## src/rtl/mips_pkg.sv

```systemverilog
// mips_pkg
//   Shared definitions for the MIPS pipeline-register slice: control-bundle
//   bit positions, the bubble encoding and the drain FSM state type.
package mips_pkg;

  localparam int CTRL_W = 10;

  // Ctrl bundle = {RegWrite, MemtoReg, MemWrite, ALUSrc, RegDst, Branch, ALUControl[3:0]}
  localparam int CTRL_REGWRITE    = 9;
  localparam int CTRL_MEMTOREG    = 8;
  localparam int CTRL_MEMWRITE    = 7;
  localparam int CTRL_ALUSRC      = 6;
  localparam int CTRL_REGDST      = 5;
  localparam int CTRL_BRANCH      = 4;
  localparam int CTRL_ALUCTRL_LSB = 0;
  localparam int CTRL_ALUCTRL_W   = 4;

  localparam logic [31:0] NOP_INSTR = 32'h0;

  typedef enum logic [1:0] {
    DS_RUN    = 2'd0,
    DS_DRAIN  = 2'd1,
    DS_HALTED = 2'd2
  } drain_state_t;

endpackage

```

## src/rtl/pipe_stage_regs_sat_counter.sv

```systemverilog
// sat_counter
//   Up-counter that sticks at all-ones instead of wrapping.
//   clk, rst  : clock, async active-high reset (clears to 0)
//   inc       : count this cycle
//   freeze    : hold the current value regardless of inc
//   count     : current value
module sat_counter #(
  parameter int W = 16
) (
  input  logic         clk,
  input  logic         rst,
  input  logic         inc,
  input  logic         freeze,
  output logic [W-1:0] count
);

  always_ff @(posedge clk or posedge rst) begin
    if (rst) begin
      count <= '0;
    end else if (inc && !freeze && (count != {W{1'b1}})) begin
      count <= count + W'(1);
    end
  end

endmodule

```

## src/rtl/pipe_stage_regs.sv

```systemverilog
// pipe_stage_regs
//   IF/ID and ID/EX pipeline registers for the five-stage MIPS core, with
//   hazard stall/flush handling, per-stage valid bits, end-of-program drain
//   sequencing and saturating stall/flush performance counters.
//
//   CLK, reset            : clock, async active-high reset
//   Instr_F, PCPlus4_F    : fetch-stage instruction and PC+4
//   Stall_F/Stall_D       : hazard stalls (PC, IF/ID)
//   Flush_D/Flush_E       : hazard flushes (IF/ID, ID/EX)
//   Ctrl_D, RD1_D, RD2_D,
//   SignImm_D             : decode-stage control bundle and operands
//   PC_En_F               : PC register enable (combinational)
//   Instr_D, PCPlus4_D    : IF/ID contents, plus decoded field slices
//   Valid_D, Valid_E      : stage holds a real instruction
//   Ctrl_E ... Rd_E       : ID/EX contents
//   Halted                : drain after the halt instruction is complete
//   Stall_Cnt, Flush_Cnt  : saturating performance counters
//
//   Drain FSM
//   state     | meaning
//   ----------+---------------------------------------------------------
//   DS_RUN    | normal operation, fetch enabled
//   DS_DRAIN  | halt seen in decode; fetch off, bubbles fed, counting down
//   DS_HALTED | pipeline empty; absorbing until reset
module pipe_stage_regs
  import mips_pkg::*;
#(
  parameter int          DRAIN_CYCLES = 4,
  parameter logic [31:0] HALT_INSTR   = 32'hFFFF_FFFF,
  parameter int          CNT_W        = 16
) (
  input  logic              CLK,
  input  logic              reset,
  input  logic [31:0]       Instr_F,
  input  logic [31:0]       PCPlus4_F,
  input  logic              Stall_F,
  input  logic              Stall_D,
  input  logic              Flush_D,
  input  logic              Flush_E,
  input  logic [CTRL_W-1:0] Ctrl_D,
  input  logic [31:0]       RD1_D,
  input  logic [31:0]       RD2_D,
  input  logic [31:0]       SignImm_D,
  output logic              PC_En_F,
  output logic [31:0]       Instr_D,
  output logic [31:0]       PCPlus4_D,
  output logic [5:0]        Opcode_D,
  output logic [5:0]        Funct_D,
  output logic [4:0]        Rs_D,
  output logic [4:0]        Rt_D,
  output logic [4:0]        Rd_D,
  output logic              Valid_D,
  output logic              Valid_E,
  output logic [CTRL_W-1:0] Ctrl_E,
  output logic [31:0]       RD1_E,
  output logic [31:0]       RD2_E,
  output logic [31:0]       SignImm_E,
  output logic [4:0]        Rs_E,
  output logic [4:0]        Rt_E,
  output logic [4:0]        Rd_E,
  output logic              Halted,
  output logic [CNT_W-1:0]  Stall_Cnt,
  output logic [CNT_W-1:0]  Flush_Cnt
);

  localparam int DRAIN_W = (DRAIN_CYCLES > 1) ? $clog2(DRAIN_CYCLES) : 1;

  drain_state_t        drainState;
  logic [DRAIN_W-1:0]  drainCnt;
  logic                inRun;
  logic                haltInDecode;

  assign inRun = (drainState == DS_RUN);

  assign Opcode_D = Instr_D[31:26];
  assign Rs_D     = Instr_D[25:21];
  assign Rt_D     = Instr_D[20:16];
  assign Rd_D     = Instr_D[15:11];
  assign Funct_D  = Instr_D[5:0];

  assign PC_En_F = ~Stall_F & inRun;
  assign Halted  = (drainState == DS_HALTED);

  // A halt that is being stalled or flushed this cycle is not committed yet.
  assign haltInDecode = Valid_D && (Instr_D == HALT_INSTR) && !Stall_D && !Flush_D;

  always_ff @(posedge CLK or posedge reset) begin
    if (reset) begin
      drainState <= DS_RUN;
      drainCnt   <= '0;
    end else begin
      case (drainState)
        DS_RUN: begin
          if (haltInDecode) begin
            drainState <= DS_DRAIN;
            drainCnt   <= DRAIN_W'(DRAIN_CYCLES - 1);
          end
        end
        DS_DRAIN: begin
          if (drainCnt == '0) begin
            drainState <= DS_HALTED;
          end else begin
            drainCnt <= drainCnt - DRAIN_W'(1);
          end
        end
        DS_HALTED: drainState <= DS_HALTED;
        default: begin
          drainState <= DS_RUN;
          drainCnt   <= '0;
        end
      endcase
    end
  end

  // IF/ID: flush beats stall; outside RUN only bubbles enter decode.
  always_ff @(posedge CLK or posedge reset) begin
    if (reset) begin
      Instr_D   <= NOP_INSTR;
      PCPlus4_D <= '0;
      Valid_D   <= 1'b0;
    end else if (Flush_D) begin
      Instr_D   <= NOP_INSTR;
      PCPlus4_D <= '0;
      Valid_D   <= 1'b0;
    end else if (!Stall_D) begin
      if (!inRun) begin
        Instr_D   <= NOP_INSTR;
        PCPlus4_D <= '0;
        Valid_D   <= 1'b0;
      end else begin
        Instr_D   <= Instr_F;
        PCPlus4_D <= PCPlus4_F;
        Valid_D   <= 1'b1;
      end
    end
  end

  // ID/EX is never held. The control bundle of an invalid decode slot is
  // zeroed so an EX bubble can never look like a register writer or a load.
  always_ff @(posedge CLK or posedge reset) begin
    if (reset) begin
      Ctrl_E    <= '0;
      RD1_E     <= '0;
      RD2_E     <= '0;
      SignImm_E <= '0;
      Rs_E      <= '0;
      Rt_E      <= '0;
      Rd_E      <= '0;
      Valid_E   <= 1'b0;
    end else if (Flush_E) begin
      Ctrl_E    <= '0;
      RD1_E     <= '0;
      RD2_E     <= '0;
      SignImm_E <= '0;
      Rs_E      <= '0;
      Rt_E      <= '0;
      Rd_E      <= '0;
      Valid_E   <= 1'b0;
    end else begin
      Ctrl_E    <= Valid_D ? Ctrl_D : '0;
      RD1_E     <= RD1_D;
      RD2_E     <= RD2_D;
      SignImm_E <= SignImm_D;
      Rs_E      <= Rs_D;
      Rt_E      <= Rt_D;
      Rd_E      <= Rd_D;
      Valid_E   <= Valid_D;
    end
  end

  sat_counter #(.W(CNT_W)) u_stallCnt (
    .clk    (CLK),
    .rst    (reset),
    .inc    (Stall_D & inRun),
    .freeze (Halted),
    .count  (Stall_Cnt)
  );

  sat_counter #(.W(CNT_W)) u_flushCnt (
    .clk    (CLK),
    .rst    (reset),
    .inc    (Flush_D),
    .freeze (Halted),
    .count  (Flush_Cnt)
  );

endmodule
```

## config.mk

```make
export PLATFORM = sky130hd
export DESIGN_NAME = pipe_stage_regs
export DESIGN_NICKNAME = d
export VERILOG_FILES = /design/src/rtl/mips_pkg.sv /design/src/rtl/pipe_stage_regs_sat_counter.sv /design/src/rtl/pipe_stage_regs.sv
export SDC_FILE = /design/constraint.sdc
export NUM_CORES = 1
export LEC_CHECK = 0
export ABC_AREA = 1
export BUFFER_PORTS_ARGS = -buffer_cell sky130_fd_sc_hd__buf_2
export CAP_MARGIN = 20
export CORE_AREA = 2 2 163 165
export DETAILED_ROUTE_END_ITERATION = 10
export DIE_AREA = 0 0 165 167
export SETUP_SLACK_MARGIN = 0.3
export SLEW_MARGIN = 5
export SYNTH_ARGS = -nofsm -noshare
export SYNTH_HDL_FRONTEND = slang
export SYNTH_SLANG_ARGS = --single-unit
```

## constraint.sdc

```tcl
create_clock -name CLK -period 20.5 [get_ports CLK]
set_clock_uncertainty 0.05 [all_clocks]
set_input_delay 4.1 -clock CLK [delete_from_list [all_inputs] [get_ports CLK]]
set_output_delay 4.1 -clock CLK [all_outputs]
set_load 0.02 [all_outputs]
```

==> out/metrics.csv, run 1 <==
metric,value,unit
drt_iter0_markers,450,
cp.arrival,4.45,ns
muxShareOfSynthArea,0,%
cp_common_cell,buf_2,
cts_made_buffers,26,
clockBufferDepth,3,
rsz0062_at_grt,false,
yosys.area_share.simple,18.22,%
ios,424,
cp-startpoint,Stall_F,
synth_xor_area_share,2.108,%
die_h,167,um
overflow,0,
crit_chain,buf_2 > nor2_1 > buf_2,
post_cts_buffers,0,
synth.net_count,1188,
grtUsageTotal,19.35,%
rr_startpoint,u_flushCnt.count[0],
clkSlewWorstSetupHoldPaths,0.06,ns
critPathBufInv,2,
grt_max_degree,99,
gr-usage-met3,5.928,%
yosysWarnings,0,
path_max_fanout,1,
final_common_cell,buf_2,
synth_compound_area_share,4.736,%
min_period,8.597,ns
status,completed,
vias,7626,
first_pass_iters,4,
ctsRootBufferMaster,clkbuf_16,
drc,0,
die-width,165,um
clock_latency,0.53,ns
cts_max_level,1,
cp-start-kind,input port,
cp_top_family,buffers and inverters,
cts_sinks,223,
endpoint,PC_En_F,
p_seq_share,43.8,%
wirelength,26840,um
placed_area,11360,um2
rr_worst_depth,8,
grt_pass1_vias,7642,
synth_fa_ha_area_share,0.8214,%
reg2reg_to,u_flushCnt.count[14],
busiest_layer,met2,
p_leak,7.225,nW
dp_hpwl,19520,um
crit_path_max_incr_delay,0.16,ns
power,1.134,mW
use_met1,23.48,%
drv_cap,0,
cts_tree,done,
cp_slowest_cell,buf_2,
setup_viol,0,
synth_area_per_cell,9.086,um2
synth_area,9140,um2
ant_nets,0,
fin_nets,1580,
viasPerCell,4.353,
cts_resized,0,
numPortBuffers,423,
synth.distinct_cells,30,
antenna_found_initial,4,
finalHoldViolCount,0,
tns,0,ns
gp_congestion,0.8299,
swShare,28.31,%
synth_top_family_by_area,simple AND/OR/NAND/NOR gates,
post_drt_wl_per_cell,15.32,um
cp.required,16.35,ns
cts_hold_repair.buffers,0,
path_depth,3,
core-area,25760,um2
hp-class,reg -> reg,
dieArea,27560,um2
worst_pin_slew,1.081,ns
row_count,59,
timing.final.crit_share,41.93,%
maxSlewViolCount,0,
syn2layout_area_growth,33.89,%
initial_core_util,35.48,%
post_route_cells_drive_above_1_share,34.56,%
timing.fmax,116.3,MHz
power_density,92.68,nW/um2
r2r_slack,18.29,ns
endpoint_kind,primary output,
switchingPower,0.3211,mW
final_area,12240,um2
slew_headroom,27.96,%
synth_seq_cells,223,
p_comb_share,14.9,%
grt_pass1_wl,42100,um
final_cell_mix,"422 x buf_2, 223 x dfrtp_1, 212 x inv_1",
internal-power,0.8132,mW
met2_usage,32.86,%
ir_worst_vdd,64.65,uV
power_frac_clock,41.2,%
crit_type,in -> out,
syn_inst,1006,
synth_seq_area_share,61.05,%
## power groups by stage
stage / combinational (mW) / clock, mW / sequential (mW)
3_5_place_dp: 0.171 / 0 / 0.505
6_report: 0.169 / 0.468 / 0.497
4_1_cts: 0.172 / 0.482 / 0.497
3_3_place_gp: 0.170 / 0 / 0.504
2_1_floorplan: 0.0700 / 0 / 0.538
5_1_grt: 0.187 / 0.497 / 0.502
## tightest hold or removal path, delay by kind of cell (launching register included)
kind,cells,cell delay (ns)
flops,1,0.34
simple gates,2,0.10
## per-stage QoR
stage	instances	util [%]	worst slack, ns	hold WS, ns
finish	1752	47.50	11.90	0.4239
global route	1752	47.50	11.83	0.4698
CTS	1750	47.48	11.91	0.4224
detailed placement	1705	44.09	11.91	0.4084
global placement	1705	44.09	11.88	0.4113
floorplan	1006	-	10.24	0.3919
## metal layers
metal,up-vias,part of all wire (%)
li1,3765,-
met1,3571,40
met2,243,49
met3,43,7.6
met4,4,2.6
met5,-,0.10
## kinds of logic (layout without fill, tap and decap cells)
kind of cell / after synthesis / after routing
buf+inv: 282 / 691
compound gates: 78 / 78
xor+xnor: 22 / 22
fa+ha+maj: 6 / 6
flops: 223 / 223
simple gates: 395 / 395
other cells: 0 / 2
## registers in the layout (all words and copies together), names as in the netlist, 2 cells and up
register	flops
Rs_E	5
Rt_E	5
Instr_D	32
Rd_E	5
Ctrl_E	10
PCPlus4_D	32
RD2_E	32
u_stallCnt.count	16
u_flushCnt.count	16
drainState	2
SignImm_E	32
drainCnt	2
RD1_E	32
## area by class of cell
class,instances,area (um2)
fillers,2515,13530
flip-flops and latches,223,5580
multi-input cells,501,2371
repair buffers,429,2165
inverters,217,824.5
clock buffers,35,724.4
well taps,335,419.2
clock inverters,10,148.9
diodes,2,5.005
## synthesized netlist by cell type
| cell | n | area [um2] |
|---|---|---|
| xor2_1 | 14 | 122.6 |
| buf_1 | 2 | 7.510 |
| nor3_4 | 1 | 16.27 |
| clkbuf_1 | 28 | 105.1 |
| inv_4 | 1 | 6.260 |
| nor2_4 | 2 | 22.52 |
| nand4_1 | 6 | 37.54 |
| o22ai_1 | 16 | 100.1 |
| a21oi_1 | 1 | 5.000 |
| nor4b_1 | 1 | 8.760 |
| or2_2 | 1 | 6.260 |
| xnor2_1 | 8 | 70.07 |
| buf_2 | 4 | 20.02 |
| dfrtp_1 | 223 | 5580 |
| nand3_2 | 1 | 10.01 |
| o21ai_0 | 57 | 285.3 |
| o21ai_2 | 3 | 26.28 |
| o21ai_4 | 1 | 16.27 |
| nand2_2 | 4 | 25.02 |
| nand2_1 | 147 | 551.8 |
| nor3_1 | 12 | 60.06 |
| ha_1 | 6 | 75.07 |
| nand3_4 | 1 | 17.52 |
| nand3_1 | 70 | 350.3 |
| buf_4 | 28 | 210.2 |
| buf_6 | 3 | 33.78 |
| inv_1 | 213 | 799.5 |
| clkinv_1 | 1 | 3.750 |
| nor2_1 | 149 | 559.3 |
| inv_2 | 2 | 7.510 |
## worst min path at each step
stage	from	cells after the start	endpoint
2_1_floorplan	drainCnt[1]	2	drainCnt[1]
3_3_place_gp	drainCnt[1]	2	drainCnt[1]
3_5_place_dp	drainCnt[1]	2	drainCnt[1]
4_1_cts	drainCnt[1]	2	drainCnt[1]
5_1_grt	drainCnt[1]	2	drainCnt[1]
6_report	drainCnt[1]	2	drainCnt[1]
(Power assumes the default switching activity.)
==> run 2, diff against run 1 <==
--- a/config.mk
+++ b/config.mk
@@ -8,9 +8,9 @@
 export ABC_AREA = 1
 export BUFFER_PORTS_ARGS = -buffer_cell sky130_fd_sc_hd__buf_2
 export CAP_MARGIN = 20
-export CORE_AREA = 2 2 163 165
+export CORE_AREA = 2 2 165 167
 export DETAILED_ROUTE_END_ITERATION = 10
-export DIE_AREA = 0 0 165 167
+export DIE_AREA = 0 0 167 169
 export SETUP_SLACK_MARGIN = 0.3
 export SLEW_MARGIN = 5
 export SYNTH_ARGS = -nofsm -noshare
==> constraint.sdc (replaced) <==
create_clock -name CLK -period 6.92 [get_ports CLK]
set_clock_uncertainty 0.05 [all_clocks]
set_input_delay 1.384 -clock CLK [delete_from_list [all_inputs] [get_ports CLK]]
set_output_delay 1.384 -clock CLK [all_outputs]
set_load 0.02 [all_outputs]
==> run 2 against run 1 <==
Total power increased to 3.1 times the previous value. Hold slack improved by 0.027 ns. Cell count increased by 0.68%. Core utilization decreased by 0.70 points. Flip-flop and latch count unchanged. Cell area increased by 1.3%. Critical endpoint unchanged.
==> out/metrics.csv, run 2 (synthesis results as in run 1) <==
metric,value,unit
power_frac_clock,44.6,%
gp_congestion,0.8871,
maxSlewViolCount,0,
dp_slack,3.368,ns
p_leak,7.298,nW
rr_startpoint,u_flushCnt.count[0],
drv_cap,0,
vias,7706,
die-width,167,um
clkSlewWorstSetupHoldPaths,0.06,ns
power_density,287.6,nW/um2
hp-class,reg -> reg,
met2_usage,33.30,%
grt_pass1_wl,43430,um
drt_iter0_markers,456,
cts_hold_repair.buffers,0,
overflow,0,
rsz0062_at_grt,false,
clockBufferDepth,3,
syn2layout_area_growth,35.69,%
finalHoldViolCount,0,
p_seq_share,41.3,%
cp-startpoint,Stall_F,
gr-usage-met3,5.471,%
rr_worst_depth,8,
internal-power,2.590,mW
numPortBuffers,423,
first_pass_iters,6,
fin_nets,1581,
final_common_cell,buf_2,
r2r_slack,4.74,ns
antenna_found_initial,5,
cp_slowest_cell,buf_2,
hold_start,drainState[0],
layout_setup_ws,3.760,ns
p_comb_share,14.1,%
cp_common_cell,buf_2,
dp_hpwl,20600,um
use_met1,23.98,%
post_cts_buffers,0,
crit_path_max_incr_delay,0.17,ns
core-area,26500,um2
cts_made_buffers,27,
holdPathStages,2,
timing.hold.ws,0.4511,ns
wirelength,27800,um
fillers,2622,
grtUsageTotal,19.41,%
setup_viol,0,
slew_headroom,37.43,%
tns,0,ns
cts_tree,done,
cp.required,5.49,ns
timing.final.crit_share,45.66,%
min_period,3.160,ns
ant_nets,0,
ctsRootBufferMaster,clkbuf_16,
cts_max_level,1,
switchingPower,0.9762,mW
busiest_layer,met2,
swShare,27.37,%
post_drt_wl_per_cell,15.76,um
crit_type,in -> out,
ios,424,
clock_latency,0.52,ns
grt_pass1_vias,7716,
ir_worst_vdd,310.4,uV
final_cell_mix,"422 x buf_2, 223 x dfrtp_1, 212 x inv_1",
cp.arrival,1.73,ns
dieArea,28220,um2
post_route_cells_drive_above_1_share,35.10,%
cp-start-kind,input port,
row_count,60,
initial_core_util,34.49,%
status,completed,
path_max_fanout,1,
die_h,169,um
cts_resized,0,
timing.fmax,316.5,MHz
endpoint_kind,primary output,
crit_chain,buf_2 > nor2_1 > buf_2,
worst_pin_slew,0.9385,ns
cts_sinks,223,
viasPerCell,4.368,
grt_max_degree,125,
drc,0,
[run 2: path summary, 6_finish.rpt]
path | endpoint
min | drainState[0]
max in group asynchronous | SignImm_E[25]
max | PC_En_F
min reg2reg | drainState[0]
min in group asynchronous | RD1_E[18]
max reg2reg | u_flushCnt.count[14]
[run 2: routing by layer]
metal	part of all wire, %	up-vias
li1	-	3772
met1	40	3629
met2	50	258
met3	7.4	45
met4	2.6	2
met5	0.047	-
[run 2: cell type report]
type                            instances  area (um2)  share of cell area [%]
Antenna cell                            4       10.01                 0.08071
Timing Repair Buffer                  429        2177                   17.55
Inverter                              217       820.8                   6.618
Clock buffer                           32       744.5                   6.003
Sequential cell                       223        5580                   45.00
Clock inverter                         17       271.5                   2.189
Tap cell                              341       426.7                   3.440
Multi-Input combinational cell        501        2371                   19.12
[run 2: stage by stage]
step                      instance area, um2  utilization [%]  instances  total power, mW
after global placement                 11380            42.93       1711            1.997
after global routing                   12400            46.80       1764            3.719
after detailed placement               11380            42.93       1711            2.005
after CTS                              12390            46.76       1760            3.611
after floorplan                         9144                -       1006            1.801
final                                  12400            46.80       1764            3.566
[run 2: power by group through the flow]
| stage | sequential [mW] | combinational, mW | clock [mW] |
|---|---|---|---|
| after floorplan | 1.59 | 0.208 | 0 |
| after global placement | 1.49 | 0.505 | 0 |
| after detailed placement | 1.49 | 0.511 | 0 |
| after CTS | 1.47 | 0.513 | 1.63 |
| after global routing | 1.49 | 0.561 | 1.67 |
| final | 1.47 | 0.505 | 1.59 |
[run 2: critical path: cells and delay by family]
family / cells / cell delay, ns
simple gates: 1 / 0.08
buf+inv: 2 / 0.27
==> run 3, diff against run 2 <==
==> constraint.sdc (replaced) <==
create_clock -name CLK -period 3 [get_ports CLK]
set_clock_uncertainty 0.05 [all_clocks]
set_input_delay 0.6 -clock CLK [delete_from_list [all_inputs] [get_ports CLK]]
set_output_delay 0.6 -clock CLK [all_outputs]
set_load 0.02 [all_outputs]
==> run 3 against run 2 <==
Clock power grew 91%. Setup slack lost 3.1 ns. Core utilization decreased by 0.32 points. Combinational power grew 140%.
==> out/metrics.csv, run 3 (synthesis results as in run 1) <==
metric,value,unit
dieArea,28220,um2
ir_worst_vdd,550.5,uV
post_drt_wl_per_cell,15.80,um
die_h,169,um
final_common_cell,buf_2,
slew_headroom,47.72,%
hp-class,in -> async,
fin_nets,1587,
viasPerCell,4.347,
finalHoldViolCount,0,
cts_sinks,223,
cp.required,2.35,ns
cp_top_family,flip-flops,
syn2layout_area_growth,34.77,%
swShare,28.59,%
ant_nets,0,
die-width,167,um
p_comb_share,15.7,%
maxSlewViolCount,0,
core-area,26500,um2
drc,0,
crit_type,reg -> out,
timing.hold.ws,0.1598,ns
crit_chain,inv_1 > ha_1 > inv_1 > nor2_1 > buf_2,
grt_pass1_wl,43450,um
internal-power,5.436,mW
setup_viol,0,
vias,7686,
min_period,2.309,ns
post_route_cells_drive_above_1_share,34.79,%
p_seq_share,44.5,%
row_count,60,
dp_hpwl,20990,um
grt_pass1_vias,7762,
switchingPower,2.176,mW
cts_made_buffers,26,
cts_max_level,1,
gp_congestion,0.9069,
place_inst,1718,
crit_path_max_incr_delay,0.40,ns
cts_tree,done,
post_cts_buffers,0,
worst_pin_slew,0.7824,ns
fin_cells,1768,
cp.arrival,1.66,ns
power_density,618.0,nW/um2
path_max_fanout,4,
clockBufferDepth,3,
ctsRootBufferMaster,clkbuf_16,
drt_iter0_markers,546,
cts_resized,0,
clkSlewWorstSetupHoldPaths,0.06,ns
overflow,0,
p_leak,7.263,nW
power_frac_clock,39.7,%
initial_core_util,34.49,%
status,completed,
numPortBuffers,423,
cts_hold_repair.buffers,0,
rsz0062_at_grt,false,
fillers,2608,
cp-start-kind,register,
timing.fmax,433.0,MHz
critPathBufInv,3,
antenna_found_initial,5,
clock_latency,0.52,ns
grtUsageTotal,19.37,%
grt_max_degree,64,
endpoint_kind,primary output,
first_pass_iters,4,
timing.final.crit_share,76.98,%
drv_cap,0,
cp_slowest_cell,dfrtp_1,
cp_common_cell,inv_1,
ios,424,
final_cell_mix,"422 x buf_2, 223 x dfrtp_1, 212 x inv_1",
wirelength,27930,um
run 3: final timing paths:
check / slack, ns / endpoint / startpoint / depth (start not counted)
min in group CLK: 0.23 / RD2_E[30] / RD2_D[30] / 3
worst max-delay path: 0.69 / PC_En_F / drainState[0] / 5
worst min register to register: 0.42 / drainCnt[1] / drainCnt[1] / 2
max in group asynchronous: 1.98 / RD1_E[8] / reset / 3
worst max register to register: 0.89 / u_flushCnt.count[15] / u_flushCnt.count[0] / 8
worst min-delay path: 0.16 / RD2_E[19] / reset / 2
run 3: worst register-to-register path, cell delays in order (launching register included):
cell and delay [ns]:
dfrtp_1 0.42, ha_1 0.32, nand3_2 0.14, nor2_1 0.18, nand3_1 0.11, nand2_1 0.31, inv_2 0.24, nand2_1 0.12
o21ai_0 0.07
run 3: layer usage:
metal	wire length (um)	track usage [%]	part of all wire [%]	vias to the layer above
li1	-	-	-	3774
met1	11340	23.88	41	3618
met2	13850	33.35	50	252
met3	2086	5.845	7.5	38
met4	621	4.760	2.2	4
met5	26	0	0.093	-
run 3: final cells by class:
type | count | area, um2 | area share (%)
sequential | 223 | 5580 | 45.30
multi-input combinational | 501 | 2371 | 19.25
timing repair buffer | 436 | 2280 | 18.51
inverter | 217 | 820.8 | 6.663
clock buffer | 41 | 798.3 | 6.480
tap | 341 | 426.7 | 3.464
clock inverter | 5 | 31.28 | 0.2539
antenna | 4 | 10.01 | 0.08126
run 3: power by group through the flow:
stage	clock network, mW	registers, mW	logic (mW)
2_1_floorplan	0	3.68	0.479
3_3_place_gp	0	3.43	1.20
3_5_place_dp	0	3.44	1.21
4_1_cts	3.12	3.39	1.21
5_1_grt	3.24	3.42	1.32
6_report	3.03	3.39	1.20
run 3: through the flow:
stage          power (mW)  util (%)  area (um2)  setup slack (ns)  setup TNS, ns
2_1_floorplan       4.155         -        9144           -0.5600        -124.89
3_3_place_gp        4.636     43.31       11480            0.9252              0
3_5_place_dp        4.652     43.31       11480            0.8830              0
4_1_cts             7.722     46.44       12310            0.6553              0
5_1_grt             7.981     46.45       12310            0.6132              0
6_report            7.612     46.48       12320            0.6905              0
